[config.mk]
export PLATFORM = sky130hd
export DESIGN_NAME = wb_periph_bridge
export DESIGN_NICKNAME = d
export VERILOG_FILES = /design/src/rtl/wb_periph_bridge.sv
export SDC_FILE = /design/constraint.sdc
export NUM_CORES = 1
export LEC_CHECK = 0
export BUFFER_PORTS_ARGS = -buffer_cell sky130_fd_sc_hd__buf_4
export CORE_ASPECT_RATIO = 0.75
export CORE_MARGIN = 3
export CORE_UTILIZATION = 47
export CTS_CLUSTER_DIAMETER = 30
export DETAILED_ROUTE_END_ITERATION = 6
export PLACE_DENSITY = 0.82
export SETUP_SLACK_MARGIN = 0.05
export SYNTH_ARGS = -nofsm -noshare
export SYNTH_HDL_FRONTEND = slang
export SYNTH_SLANG_ARGS = --single-unit
[constraint.sdc]
create_clock -name wb_clk_i -period 3.25 [get_ports wb_clk_i]
set_input_delay 0.325 -clock wb_clk_i [delete_from_list [all_inputs] [get_ports wb_clk_i]]
set_output_delay 0.325 -clock wb_clk_i [all_outputs]
set_load 0.05 [all_outputs]
[src/rtl/wb_periph_bridge.sv]
// ---------------------------------------------------------------------------
// wb_periph_bridge
// Wishbone classic responder that lets the management SoC reach the AS2650
// internal peripheral bus (gpios, timers, serial_ports, sid). Each Wishbone
// access requests bus ownership from the CPU wrapper, runs one byte-wide
// peripheral cycle and then acks the Wishbone access.
//
// Ports
//   wb_clk_i, rst_n        clock, asynchronous active-low reset
//   wbs_*                  Wishbone classic responder (only sel[0], dat[7:0] used)
//   bus_req_o / bus_gnt_i  ownership handshake with the CPU wrapper
//   bus_cyc, bus_addr,     peripheral bus initiator side
//   bus_data_out, bus_we_* (one write enable per peripheral)
//   bus_in_*               per-peripheral read data, valid one cycle after bus_cyc
//   timeout_o              sticky flag: last access gave up waiting for grant
// ---------------------------------------------------------------------------
module wb_periph_bridge #(
  parameter logic [31:0] BASE_ADDR   = 32'h3000_0000,
  parameter int unsigned GNT_TIMEOUT = 16
) (
  input  logic        wb_clk_i,
  input  logic        rst_n,
  input  logic        wbs_stb_i,
  input  logic        wbs_cyc_i,
  input  logic        wbs_we_i,
  input  logic [3:0]  wbs_sel_i,
  input  logic [31:0] wbs_dat_i,
  input  logic [31:0] wbs_adr_i,
  output logic        wbs_ack_o,
  output logic [31:0] wbs_dat_o,
  output logic        bus_req_o,
  input  logic        bus_gnt_i,
  output logic        bus_cyc,
  output logic [5:0]  bus_addr,
  output logic [7:0]  bus_data_out,
  output logic        bus_we_gpios,
  output logic        bus_we_timers,
  output logic        bus_we_serial_ports,
  output logic        bus_we_sid,
  input  logic [7:0]  bus_in_gpios,
  input  logic [7:0]  bus_in_timers,
  input  logic [7:0]  bus_in_serial_ports,
  input  logic [7:0]  bus_in_sid,
  output logic        timeout_o
);

  localparam int unsigned CNT_W  = 8;
  localparam int unsigned NPER   = 4;
  localparam int unsigned RADR_W = 6;
  localparam int unsigned BYTE_W = 8;
  localparam int unsigned WORD_W = 32;

  typedef enum logic [2:0] {
    S_IDLE,
    S_REQ,
    S_ACCESS,
    S_CAPTURE,
    S_ACK
  } state_t;

  // Wishbone request latched on acceptance
  typedef struct packed {
    logic [RADR_W-1:0] addr;
    logic [1:0]        per;
    logic              we;
    logic              sel0;
    logic [BYTE_W-1:0] dat;
  } req_t;

  state_t            state_q, state_d;
  req_t              req_q, req_d;
  logic [CNT_W-1:0]  cnt_q, cnt_d;

  logic              ack_d;
  logic              breq_d;
  logic              cyc_d;
  logic              tmo_d;
  logic [RADR_W-1:0] addr_d;
  logic [BYTE_W-1:0] wdat_d;
  logic [WORD_W-1:0] rdat_d;
  logic [NPER-1:0]   we_d, we_q;

  logic              hit_c;
  logic [BYTE_W-1:0] rd_sel_c;
  logic              unused_bits;

  assign unused_bits = ^{wbs_sel_i[3:1], wbs_dat_i[31:8], wbs_adr_i[1:0]};

  // Window decode on the upper address bits
  assign hit_c = (wbs_adr_i[31:10] == BASE_ADDR[31:10]);

  // Read-data mux for the latched peripheral
  always_comb begin
    rd_sel_c = '0;
    unique case (req_q.per)
      2'd0: rd_sel_c = bus_in_gpios;
      2'd1: rd_sel_c = bus_in_timers;
      2'd2: rd_sel_c = bus_in_serial_ports;
      2'd3: rd_sel_c = bus_in_sid;
      default: rd_sel_c = '0;
    endcase
  end

  // Next-state, datapath and next-output logic
  always_comb begin
    state_d = state_q;
    req_d   = req_q;
    cnt_d   = cnt_q;
    rdat_d  = wbs_dat_o;
    tmo_d   = timeout_o;
    ack_d   = 1'b0;
    breq_d  = 1'b0;
    cyc_d   = 1'b0;
    addr_d  = '0;
    wdat_d  = '0;
    we_d    = '0;

    unique case (state_q)
      S_IDLE: begin
        if (wbs_cyc_i && wbs_stb_i && hit_c) begin
          req_d.addr = wbs_adr_i[7:2];
          req_d.per  = wbs_adr_i[9:8];
          req_d.we   = wbs_we_i;
          req_d.sel0 = wbs_sel_i[0];
          req_d.dat  = wbs_dat_i[7:0];
          cnt_d      = '0;
          state_d    = S_REQ;
        end
      end

      S_REQ: begin
        // Abort beats grant; grant beats the timeout on the same edge
        if (!wbs_cyc_i) begin
          state_d = S_IDLE;
        end else if (bus_gnt_i) begin
          state_d = S_ACCESS;
        end else begin
          cnt_d = cnt_q + CNT_W'(1);
          if (cnt_d == CNT_W'(GNT_TIMEOUT)) begin
            tmo_d   = 1'b1;
            rdat_d  = '1;
            state_d = S_ACK;
          end
        end
      end

      S_ACCESS: begin
        if (req_q.we) begin
          tmo_d   = 1'b0;
          state_d = S_ACK;
        end else begin
          state_d = S_CAPTURE;
        end
      end

      S_CAPTURE: begin
        // Peripheral read data is valid in the cycle after bus_cyc
        rdat_d  = {(WORD_W-BYTE_W)'(0), rd_sel_c};
        tmo_d   = 1'b0;
        state_d = S_ACK;
      end

      S_ACK: begin
        state_d = S_IDLE;
      end

      default: begin
        state_d = S_IDLE;
      end
    endcase

    // Outputs are registered and follow the state being entered
    unique case (state_d)
      S_REQ, S_CAPTURE: begin
        breq_d = 1'b1;
      end
      S_ACCESS: begin
        breq_d           = 1'b1;
        cyc_d            = 1'b1;
        addr_d           = req_d.addr;
        wdat_d           = req_d.dat;
        we_d[req_d.per]  = req_d.we & req_d.sel0;
      end
      S_ACK: begin
        breq_d = 1'b1;
        ack_d  = 1'b1;
      end
      default: begin
        breq_d = 1'b0;
      end
    endcase
  end

  // State, latches and registered outputs
  always_ff @(posedge wb_clk_i or negedge rst_n) begin
    if (!rst_n) begin
      state_q      <= S_IDLE;
      req_q        <= '0;
      cnt_q        <= '0;
      wbs_ack_o    <= 1'b0;
      wbs_dat_o    <= '0;
      bus_req_o    <= 1'b0;
      bus_cyc      <= 1'b0;
      bus_addr     <= '0;
      bus_data_out <= '0;
      we_q         <= '0;
      timeout_o    <= 1'b0;
    end else begin
      state_q      <= state_d;
      req_q        <= req_d;
      cnt_q        <= cnt_d;
      wbs_ack_o    <= ack_d;
      wbs_dat_o    <= rdat_d;
      bus_req_o    <= breq_d;
      bus_cyc      <= cyc_d;
      bus_addr     <= addr_d;
      bus_data_out <= wdat_d;
      we_q         <= we_d;
      timeout_o    <= tmo_d;
    end
  end

  assign bus_we_gpios        = we_q[0];
  assign bus_we_timers       = we_q[1];
  assign bus_we_serial_ports = we_q[2];
  assign bus_we_sid          = we_q[3];

endmodule

* Word level (Yosys, flattened, before mapping) *
Index checks and enable logic that the tools add are counted.

storage, ports and cells
  word-level logic and storage cells = 79
  output and inout bits = 54
  input port bits = 106
  bits in registers = 83

operators by class
  add/subtract/negate cells = 1
  $lt $le $gt $ge = 2
  reductions and logical operators = 12
  muxes and demuxes = 30
  bitwise operators = 2
  eq/ne operators = 17

operators with widths
  operator              number
  $mux 32               3
  $pmux 32 s2           1
  $mux 18               2
  $mux 8                4
  $pmux 8 s4            1
  $eq 22x20->1 const B  1
  $pmux 8 s2            1
  $mux 3                5
  $eq 3x2->1 const B    4
  $pmux 3 s4            1
  $ne 2x2->1 const B    5
  $add 8x1->8 const B   1
  $eq 8x5->1 const B    1
  $mux 1                8
  $reduce_and 4->1      2
  $eq 3x1->1 const B    2
  $mux 6                1
  $reduce_and 5->1      1
  $and 4x4->4           1
  $eq 2x2->1 const B    2
  $mux 4                1
  $reduce_bool 2->1     2
  $reduce_or 4->1       1
  $eq 3x3->1 const B    1
  10 further kinds      12

* Longest topological paths before layout *
  depth after elaboration = 10
  gate-level depth with buffers = 5
  gate-level depth less buffers = 5

* Least setup slack after synthesis *
OpenSTA, ideal clock, no wires.

  path type = reg-to-reg
  start = register state_q[0]
  end = register req_q[15] (netlist bit)
  setup slack = 1,493 ps
  arrival time = 1,632 ps
  buffers on the path = 1
  setup time = 125 ps
  clock period less this slack = 1,757 ps
  cell stages (with the launch flop) = 6
  data required time = 3,125 ps
  path through = dfrtp_1 -> nor4bb_1 -> nand4_1 -> nor2_4 -> buf_4 -> mux2_2

RTL lines
  what                    line  text
  start, declared         70    state_t state_q, state_d;
  start signal, assigned  209   state_q <= state_d;
  end signal, assigned    210   req_q <= req_d;
  end, declared           71    req_t req_q, req_d;

==> reports/metrics.cfg <==
[setup_path]
rr_worst_depth = 4
cp-end-kind = register
crit_start = state_q[2]$_DFF_PN0_
worst_ep_required_time_ns = 3.47
r2r_slack_ns = 1.04
worst_setup_path_start_kind = register
critPathKind = register to register
rr_endpoint = req_q[7]$_DFF_PN0_
crit_path_end = req_q[7]$_DFF_PN0_
cp.arrival_ns = 2.43
cp_max_fo = 26
rr_startpoint = state_q[2]$_DFF_PN0_

[routing]
drt_iter0_markers = 186
drt-pass1-iter-count = 4
route.detailed.drc = 0
wl_per_cell_um = 16.2
dr_total_vias = 2183
routed_wl_um = 6680
detail-route-antenna-nets = 0
drt-vias-per-instance = 5.29

[sta]
clock.fmax_ghz = 0.452
fin_setup_tns_ns = 0
report.final.hold_viol_count = 0
fin_crit_sh_pct = 68.1
slew_violations = 0
skew_ns = 0.00442
finalCriticalPeriod_ns = 2.21
rsz0062_at_grt = false
finalSetupViolations = 0
worst_pin_slew_ns = 1.22
slew_headroom_pct = 17.8

[clock_network]
clock-sinks = 60
cts_tree = yes
clockBufferDepth = 2
clock_latency_ns = 0.33
cts_resized = 0
cts_made_buffers = 9
cts-root-buf = clkbuf_8
clk_pin_slew_ns = 0.06
post_cts_buffers = 0
cts_hold_buf = 0
cts-htree-levels = 3

[floorplan]
rows = 23
die_area_um2 = 6850
core-area_um2 = 5530
fp.dieH_um = 72.4
die_w_um = 94.6
initial_core_util_pct = 50.1
io_pins = 160

[synthesis]
synthesis.nets = 330
synthAdderAreaFrac_pct = 0.452
synth_compound_area_share_pct = 7.64
synth_top_family_by_area = simple AND/OR/NAND/NOR gates
postSynthAreaPerCell_um2 = 12.4
synth_seq_cells = 60
synthSimpleGateAreaFrac_pct = 15.5
yosysWarnings = 0
synth_cell_types = 38
syn-cell-area_um2 = 2770
synth_flop_cell = dfrtp_1
seq_area_frac_synth_pct = 54.3
syn-instance-count = 223
synth-edff-count = 0
synth-xor-area-share_pct = 0
async_flop_share_pct = 100
muxShareOfSynthArea_pct = 13.8

[cells_and_area]
antennaDiodeCount = 0
fillers = 415
multi_input_comb_area_um2 = 1030
nets = 441
post-route-util_pct = 68.9
drive_gt1_share_pct = 52.4
syn2layout_area_growth_pct = 37.7
regArea_um2 = 1500

[power_and_ir_drop]
p_per_area_nw_per_um2 = 402
p_leak_uw = 0.00188
p_sw_share_pct = 21.8
pwr-share-comb_pct = 8.4
p_sw_uw = 334
p_seq_share_pct = 49.3
vdd_drop_max_mv = 0.267
p_int_uw = 1200
pwr-share-clk_pct = 42.2

[global_route]
track_usage_pct = 20.6
antenna_found_initial = 0
grt_pass1_wl_um = 10500
grt_pass1_vias = 2221
overflow = 0
grt_max_degree = 61

[hold_path]
hold_class = input pin to async pin

[place]
gp_congestion = 0.769
portBuffers = 130
hpwl_um = 4960

[run_status]
outcome = completed

[run]
maxCapViolCount = 0

## routing by layer
layer | wire [um] | vias to the layer above | GRT usage (%)
met5 | 0 | - | 0
met4 | 161 | 0 | 10.9
met3 | 680 | 19 | 7.77
met2 | 3410 | 106 | 34.0
met1 | 2430 | 1057 | 23.3
li1 | - | 1001 | -
## kinds of logic (layout without fill, tap and decap cells)
group	count (synthesis)	after routing
and+or+nand+nor	76	76
DFF	60	60
buffers and inverters	33	148
AOI/OAI and AO/OA	27	27
muxes	26	26
adders and majority gates	1	1
## power by group through the flow
| stage | clock [uW] | combinational, uW | sequential, uW |
|---|---|---|---|
| after global placement | 0 | 127 | 769 |
| after detailed placement | 0 | 131 | 769 |
| final | 647 | 129 | 756 |
| after floorplan | 0 | 16.1 | 788 |
| after global routing | 697 | 138 | 756 |
| after CTS | 666 | 131 | 756 |
## worst min-delay path by stage
stage / endpoint / slack (ns) / cells after the start
floorplan: bus_addr[0]$_DFF_PN0_ / 0.03 / 0
global placement: req_q[17]$_DFF_PN0_ / 0.43 / 1
detailed placement: req_q[17]$_DFF_PN0_ / 0.44 / 1
CTS: req_q[17]$_DFF_PN0_ / 0.07 / 1
global route: req_q[17]$_DFF_PN0_ / 0.09 / 1
finish: req_q[17]$_DFF_PN0_ / 0.05 / 1
## per-stage QoR
| stage | worst slack (ns) | hold WS, ns | total power (uW) | cells | cell area, um2 |
|---|---|---|---|---|---|
| finish | 1.04 | 0.0455 | 1530 | 413 | 3810 |
| global route | 0.853 | 0.0894 | 1590 | 413 | 3810 |
| CTS | 1.02 | 0.0674 | 1550 | 413 | 3810 |
| detailed placement | 1.04 | 0.435 | 900 | 398 | 3620 |
| global placement | 1.02 | 0.431 | 896 | 398 | 3620 |
| floorplan | 1.49 | 0.0294 | 804 | 223 | 2770 |
## registers in the layout, summed over array words and instances (netlist names)
signal,count
bus_addr,6
bus_cyc,1
bus_data_out,8
bus_req_o,1
cnt_q,8
req_q,18
state_q,3
timeout_o,1
wbs_ack_o,1
wbs_dat_o,9
we_q,4
## cell type report
class	instances	area share (%)
flip-flops and latches	60	39.4
multi-input cells	130	27.2
repair buffers	130	25.6
clock buffers	11	3.71
well taps	75	2.46
clock inverters	4	1.31
inverters	3	0.296
## cell usage after synthesis, drive strengths merged (2+ instances only)
library cell   n  area (um2)
dfrtp         60        1500
buf           27         208
nand2         21        78.8
mux2          18         203
and2          16         100
mux4           8         180
o22a           8        70.1
o21ai          7        35.0
nand3          6        30.0
nor3           6        30.0
nor4           5        31.3
o211ai         5        42.5
nor2           4        22.5
clkbuf         3        11.3
inv            3        11.3
or2            3        18.8
or3            3        18.8
a21oi          2        10.0
nor2b          2        12.5
nor4bb         2        20.0
or4            2        18.8
## cell usage in the layout, fill, tap and decap left out, drive strengths merged, types with 3 or more instances in the layout
cell type,instances
buf,130
dfrtp,60
nand2,21
mux2,18
and2,16
clkbuf,11
mux4,8
o22a,8
o21ai,7
nor3,6
nand3,6
nor4,5
o211ai,5
nor2,4
or3,3
or2,3
inv,3
## worst max-delay path, stage by stage, from the launching register on
cell and delay (ns):
dfrtp_1 0.46, nor4_1 0.32, nand4_1 0.27, nor2_4 0.63
mux2_2 0.41
Power figures use the tool's default switching activity.
